[src/rtl/ex_mem_pipe.sv]
// ---------------------------------------------------------------------------
// ex_mem_pipe
//
// Pipeline register between the execute and memory stages. DEPTH chained
// slots carry a valid bit and an opaque payload. A side-state word, tied to
// the last slot, is fed back to EX so that multi-cycle operations keep their
// progress across their own stall. A saturating counter records how many
// bubbles the last slot has inserted.
//
// Ports
//   clk          clock; all state updates on the rising edge
//   rst          asynchronous active-low reset
//   stall        global stall vector (1 = stall); slot k owns STALL_BASE+k
//   flush        synchronous clear of every slot and the side state
//   in_valid     valid bit of the EX result
//   in_payload   EX result payload (all zero is a NOP)
//   state_i      side state from EX (HI/LO accumulator + cycle count)
//   out_valid    valid bit of the last slot
//   out_payload  payload of the last slot
//   state_o      registered side state returned to EX
//   bubble_cnt   saturating count of bubbles inserted by the last slot
//   cnt_clr      synchronous clear of bubble_cnt (wins over an increment)
// ---------------------------------------------------------------------------
module ex_mem_pipe #(
    parameter int PAY_W      = 175,
    parameter int STATE_W    = 66,
    parameter int DEPTH      = 1,
    parameter int STALL_W    = 6,
    parameter int STALL_BASE = 3,
    parameter int CNT_W      = 16
) (
    input  logic               clk,
    input  logic               rst,
    input  logic [STALL_W-1:0] stall,
    input  logic               flush,
    input  logic               in_valid,
    input  logic [PAY_W-1:0]   in_payload,
    input  logic [STATE_W-1:0] state_i,
    input  logic               cnt_clr,
    output logic               out_valid,
    output logic [PAY_W-1:0]   out_payload,
    output logic [STATE_W-1:0] state_o,
    output logic [CNT_W-1:0]   bubble_cnt
);

    localparam int L = DEPTH - 1;

    // Elaboration-time sanity checks on the configuration.
    if (DEPTH < 1 || DEPTH > 4) begin : g_bad_depth
        $error("ex_mem_pipe: DEPTH must be in 1..4");
    end
    if (STALL_BASE + DEPTH > STALL_W - 1) begin : g_bad_stall
        $error("ex_mem_pipe: STALL_BASE+DEPTH must not exceed STALL_W-1");
    end

    // Only a window of the global stall vector belongs to this stage; the
    // rest is deliberately ignored.
    logic stall_unused;
    assign stall_unused = ^stall;

    // Flattened view of every slot so that slot k+1 can read slot k.
    logic [DEPTH-1:0]            slot_valid;
    logic [DEPTH-1:0][PAY_W-1:0] slot_payload;

    for (genvar gi = 0; gi < DEPTH; gi++) begin : g_slot
        logic             src_valid;
        logic [PAY_W-1:0] src_payload;
        logic             own_stall;
        logic             next_stall;
        logic             valid_q;
        logic             valid_d;
        logic [PAY_W-1:0] payload_q;
        logic [PAY_W-1:0] payload_d;

        if (gi == 0) begin : g_head
            assign src_valid   = in_valid;
            assign src_payload = in_payload;
        end else begin : g_chain
            assign src_valid   = slot_valid[gi-1];
            assign src_payload = slot_payload[gi-1];
        end

        assign own_stall  = stall[STALL_BASE+gi];
        assign next_stall = stall[STALL_BASE+gi+1];

        // Flush beats everything; a stalled slot with a free consumer emits
        // a NOP bubble; an unstalled slot captures its input (payload is
        // taken even when invalid); otherwise the slot holds.
        always_comb begin
            valid_d   = valid_q;
            payload_d = payload_q;
            if (flush) begin
                valid_d   = 1'b0;
                payload_d = '0;
            end else if (own_stall && !next_stall) begin
                valid_d   = 1'b0;
                payload_d = '0;
            end else if (!own_stall) begin
                valid_d   = src_valid;
                payload_d = src_payload;
            end
        end

        always_ff @(posedge clk or negedge rst) begin
            if (!rst) begin
                valid_q   <= 1'b0;
                payload_q <= '0;
            end else begin
                valid_q   <= valid_d;
                payload_q <= payload_d;
            end
        end

        assign slot_valid[gi]   = valid_q;
        assign slot_payload[gi] = payload_q;
    end

    assign out_valid   = slot_valid[L];
    assign out_payload = slot_payload[L];

    // ------------------------------------------------------------------
    // Side state and bubble counter, both tied to the last slot.
    // ------------------------------------------------------------------
    logic               last_own;
    logic               last_next;
    logic               last_bubble;
    logic [STATE_W-1:0] state_q;
    logic [STATE_W-1:0] state_d;
    logic [CNT_W-1:0]   cnt_q;
    logic [CNT_W-1:0]   cnt_d;

    assign last_own    = stall[STALL_BASE+L];
    assign last_next   = stall[STALL_BASE+L+1];
    assign last_bubble = last_own && !last_next && !flush;

    always_comb begin
        // While the last slot is stalled the multi-cycle op is still in
        // flight, so its progress is looped back; once it moves on, clear.
        state_d = '0;
        if (!flush && last_own) begin
            state_d = state_i;
        end

        cnt_d = cnt_q;
        if (cnt_clr) begin
            cnt_d = '0;
        end else if (last_bubble && (cnt_q != {CNT_W{1'b1}})) begin
            cnt_d = cnt_q + CNT_W'(1);
        end
    end

    always_ff @(posedge clk or negedge rst) begin
        if (!rst) begin
            state_q <= '0;
            cnt_q   <= '0;
        end else begin
            state_q <= state_d;
            cnt_q   <= cnt_d;
        end
    end

    assign state_o    = state_q;
    assign bubble_cnt = cnt_q;

endmodule
[config.mk]
export PLATFORM = sky130hd
export DESIGN_NAME = ex_mem_pipe
export DESIGN_NICKNAME = d
export VERILOG_FILES = /design/src/rtl/ex_mem_pipe.sv
export SDC_FILE = /design/constraint.sdc
export NUM_CORES = 1
export LEC_CHECK = 0
export ABC_AREA = 1
export CORE_AREA = 2 2 201 203
export CTS_BUF_LIST = sky130_fd_sc_hd__clkbuf_8
export DETAILED_ROUTE_END_ITERATION = 12
export DIE_AREA = 0 0 203 205
export DONT_BUFFER_PORTS = 1
export PLACE_DENSITY = 0.38
export SYNTH_ARGS = -nofsm -noshare
export SYNTH_HDL_FRONTEND = slang
export SYNTH_SLANG_ARGS = --single-unit
[constraint.sdc]
create_clock -name clk -period 2.75 [get_ports clk]
set_input_delay 0.4125 -clock clk [delete_from_list [all_inputs] [get_ports clk]]
set_output_delay 0.4125 -clock clk [all_outputs]
set_load 0.01 [all_outputs]
After elaboration in Yosys (flattened, before gate mapping):

Cells that the tools add are included.

* input port bits: 252
* bits in registers: 258
* logic and storage cells: 23

* equality and inequality tests: 2
* reductions and logical operators: 7
* muxes and demuxes: 9
* add/sub/neg operators: 1

Operators with widths (count)
* $mux W175: 3
* $mux W66: 1
* $mux W16: 2
* $add A16 B1 Y16 const B: 1
* $ne A16 B16 Y1 const B: 1
* $logic_and A1 B1 Y1: 4
* $mux W1: 3
* $ne A3 B1 Y1 const B: 1
* $logic_not A1 Y1: 2
* $reduce_bool A2 Y1: 1

Logic depth before layout (Yosys ltp):

* word-level depth: 6
* mapped depth: 10

Worst setup path after synthesis:

Ideal clock, no wire load.

* path type: flip-flop to flip-flop
* from: reg cnt_q[0] (netlist: bubble_cnt[0])
* to: reg cnt_q[12] (netlist: bubble_cnt[12])
* arrival time: 1.422 ns
* required time: 2.631 ns
* stages on the path, launching flop included: 11
* setup time: 0.119 ns
* path buffers: 1
* slack: 1.210 ns
* path through: dfrtp_1 > ha_1 > nand2_1 > nor2_2 > nand2_2 > nor2_4 > nor2_4 > nor2_4 > buf_6 > nand2_1 > nand2_1

* longest elaborated chain between the ends: 3
* elaborated cells between the ends (all ways): 6

RTL lines
* start, declared: RTL line 129 `logic [CNT_W-1:0] cnt_q;`
* start signal, assigned: RTL line 158 `cnt_q <= cnt_d;`
* $add A16 B1 Y16 or $ne A16 B16 Y1 (tied branches): RTL line 148, 147
* $mux W16 or $logic_and A1 B1 Y1 (tied branches): RTL line 147 `end else if (last_bubble && (cnt_q != {CNT_W{1'b1}})) begin`
* $mux W16 or $reduce_bool A2 Y1 (tied branches)

Parallel ways exist; a longest one is shown, timed or not. The select of a mux whose other input is x is not followed.
A chain may end at the register's enable or synchronous reset.

Worst setup path after layout:

* from: in stall[3]
* to: reg g_slot[0].payload_q[20] (netlist: out_payload[20])

* longest elaborated chain between the ends: 3
* elaborated cells between the ends (all ways): 4

RTL lines
* start, declared: RTL line 34 `input logic [STALL_W-1:0] stall,`
* $logic_and A1 B1 Y1: RTL line 95 `end else if (own_stall && !next_stall) begin`
* $mux W175: RTL line 95
* $mux W175: RTL line 92 `if (flush) begin`
* end signal, assigned: RTL line 110 `payload_q <= payload_d;`
* end, declared: RTL line 72 `logic [PAY_W-1:0] payload_q;`

Parallel ways exist; a longest one is shown, timed or not.

==> flow_metrics.py <==
metrics = {
    "run_status": {
        "status": "finished, violations left",
        "violations": "hold timing",
    },
    "setup_path": {
        "worst_ep_arrival_time_ps": 2660,
        "worstSetupPathType": "in2reg",
        "endpoint_kind": "register",
        "crit_fanout": 176,
        "ff2ff_path_depth": 9,
        "regToRegEndpoint": "bubble_cnt[9]$_DFFE_PN0P_",
        "startpoint_type": "input port",
        "r2r_setup_slack_ps": 870,
        "crit_start": "stall[3]",
        "cp.required_ps": 3280,
        "crit_end": "out_payload[20]$_DFFE_PN0P_",
        "reg2reg_from": "bubble_cnt[0]$_DFFE_PN0P_",
    },
    "floorplan": {
        "coreArea_um2": 39400,
        "die_h_um": 205,
        "dieArea_um2": 41600,
        "io_pins": 510,
        "rows": 73,
        "die_w_um": 203,
        "initial_utilization_pct": 26.4,
    },
    "detailed_routing": {
        "drt_pass1_iterations": 7,
        "drt_iter0_drc": 652,
        "drc": 0,
        "totalWireLength_mm": 37.0,
        "routed_via_density": 4.60,
        "wl_per_cell_um": 18.7,
        "antenna_left": 0,
        "vias": 9087,
    },
    "pwr": {
        "power.density_nw_per_um2": 594,
        "pwr-share-clk_pct": 44.1,
        "report.power.total_mw": 8.78,
        "power.leakage_nw": 7.69,
        "switching_share_pct": 25.5,
        "p_seq_share_pct": 47.6,
        "switching_power_mw": 2.24,
        "power_frac_comb_pct": 8.4,
        "p_int_mw": 6.54,
        "ir_worst_vdd_mv": 0.319,
    },
    "logic_synthesis": {
        "synthCells": 1154,
        "synth_top_cell_area_share_pct": 62.0,
        "ys_ff_latch": 258,
        "yosysSeqAreaShare_pct": 62.0,
        "synth_area_leaders": "dfrtp_1, nand3_1, nand2_1",
        "syn-num-nets": 1407,
        "yosysWarnings": 0,
        "syn_area_um2": 10400,
        "synth_cell_types": 19,
        "syn_avg_cell_area_um2": 9.02,
        "yosysTopAreaCell": "dfrtp_1",
    },
    "cells_and_area": {
        "n_fill_cell": 3983,
        "drive_above_1_share_pct": 6.27,
        "fin_nets": 1669,
        "area_growth_pct": 41.9,
        "fin_cells": 1976,
        "antenna_cells": 0,
    },
    "sta": {
        "layout_min_cycle_time_ps": 2130,
        "worst_pin_slew_ps": 838,
        "hold_slack_ps": -489,
        "final-max-slew-violation-count": 0,
        "finalSetupViolations": 0,
        "finalCritPeriodShare_pct": 77.5,
        "finalSetupTns_ps": 0,
        "rsz0062_at_grt": "false",
        "finalWorstSetupSlack_ps": 620,
        "report.final.hold_viol_count": 258,
        "max-slew-margin-rel_pct": 44.1,
        "fmax_mhz": 470,
        "finClkSkew_ps": 9.68,
    },
    "clocking": {
        "ctsLongestPathBuffers": 3,
        "htreeDepth": 2,
        "clk_latency_ps": 600,
        "clkSinkCount": 258,
        "cts-root-buf": "clkbuf_8",
        "clk_pin_slew_worst_paths_ps": 60,
        "cts_tree": "done",
        "postCtsHoldBufs": 291,
        "post_cts_resized": 0,
        "post-cts-setup-buffers": 0,
        "cts_buffers": 48,
    },
    "grt": {
        "grt_use_total_pct": 17.3,
        "grt_antenna_before_repair": 0,
        "grt_pass1_vias": 9651,
        "grt_pass1_wl_mm": 56.3,
        "grt_max_degree": 259,
        "overflow": 0,
    },
    "place": {
        "post-dp-hpwl_mm": 22.0,
        "io_buffer_count": 0,
        "dp.cells": 1600,
        "post-place-ws_ps": 865,
        "place.gp.congestion": 0.774,
    },
    "min_path": {
        "hp-class": "in2async",
    },
    "flow_run": {
        "cap_viol_max_count": 0,
    },
}
routing by layer:
metal  part of all wire [%]  vias up  global-route usage (%)
met5                      0        -                       0
met4                    3.3        0                    7.77
met3                    8.5       69                    5.87
met2                     48      350                    28.2
met1                     40     4416                    20.9
li1                       -     4252                       -
synth_stat cells:
library cell	number
nor2_1	82
inv_1	85
buf_1	11
ha_1	1
nor2_2	4
buf_6	1
clkinv_1	1
nand2_2	2
buf_2	9
nand3_1	369
dfrtp_1	258
nand4_1	6
clkbuf_1	65
nor2_4	4
o21ai_0	4
nand2_1	242
o21bai_1	3
inv_2	3
xor2_1	4
logic make-up (layout without fill, tap and decap cells):
| family | count (synthesis) | count (layout) | share of synthesized area, % |
|---|---|---|---|
| and+or+nand+nor | 709 | 709 | 30.6 |
| buffers and inverters | 175 | 472 | 6.49 |
| adders and majority gates | 1 | 1 | 0.120 |
| xor gates and xnor gates | 4 | 4 | 0.337 |
| DFF | 258 | 258 | 62.0 |
| AOI/OAI and AO/OA | 7 | 7 | 0.409 |
cell usage in the layout (no fill, tap or decap), drive strengths merged:
master         n
buf            8
nand3        369
xor2           4
dfrtp        258
o21ai          4
nor2          90
bufinv         2
ha             1
clkbuf        62
inv          106
o21bai         3
nand2        244
nand4          6
clkinv         4
dlygate4sd3  290
sequential cells by signal (all words and copies together), names as in the netlist:
register and cells:
bubble_cnt 16, out_valid 1, state_o 66, out_payload 175
worst min-delay path by stage:
stage | startpoint | to | slack [ps] | cells after the start
final | rst | out_payload[37]$_DFFE_PN0P_ | -490 | 0
after detailed placement | rst | state_o[63]$_DFF_PN0_ | 120 | 0
after global placement | rst | state_o[63]$_DFF_PN0_ | 120 | 0
after global routing | rst | out_payload[26]$_DFFE_PN0P_ | -550 | 0
after CTS | rst | out_payload[26]$_DFFE_PN0P_ | -560 | 0
after floorplan | rst | bubble_cnt[0]$_DFFE_PN0P_ | 120 | 0
power by group through the flow:
stage          Combinational, mW  Clock, mW  Sequential [mW]
6_report                   0.735       3.87             4.18
2_1_floorplan              0.308          0             4.18
3_5_place_dp               0.359          0             4.24
5_1_grt                    0.807       4.22             4.19
3_3_place_gp               0.350          0             4.25
4_1_cts                    0.737       4.02             4.18
worst max-delay path, cell delays in order:
cell and delay, ps:
inv_6 60, nor2_4 150, buf_12 620, nand3_1 130
dlygate4sd3_1 600, nand2_1 50, dlygate4sd3_1 540
stage by stage:
step	utilization [%]	cell area (um^2)
global route	37.5	14800
global placement	27.5	10800
CTS	37.5	14800
detailed placement	27.5	10800
floorplan	-	10400
finish	37.5	14800
final cells by class:
class / instances / area, um^2 / area share (%)
timing repair buffer: 298 / 3030 / 20.5
sequential: 258 / 6460 / 43.7
multi-input combinational: 721 / 3270 / 22.2
inverter: 89 / 342 / 2.31
clock buffer: 62 / 853 / 5.78
clock inverter: 23 / 151 / 1.03
tap: 525 / 657 / 4.45
Note: power is estimated with default switching activity, not from simulation.
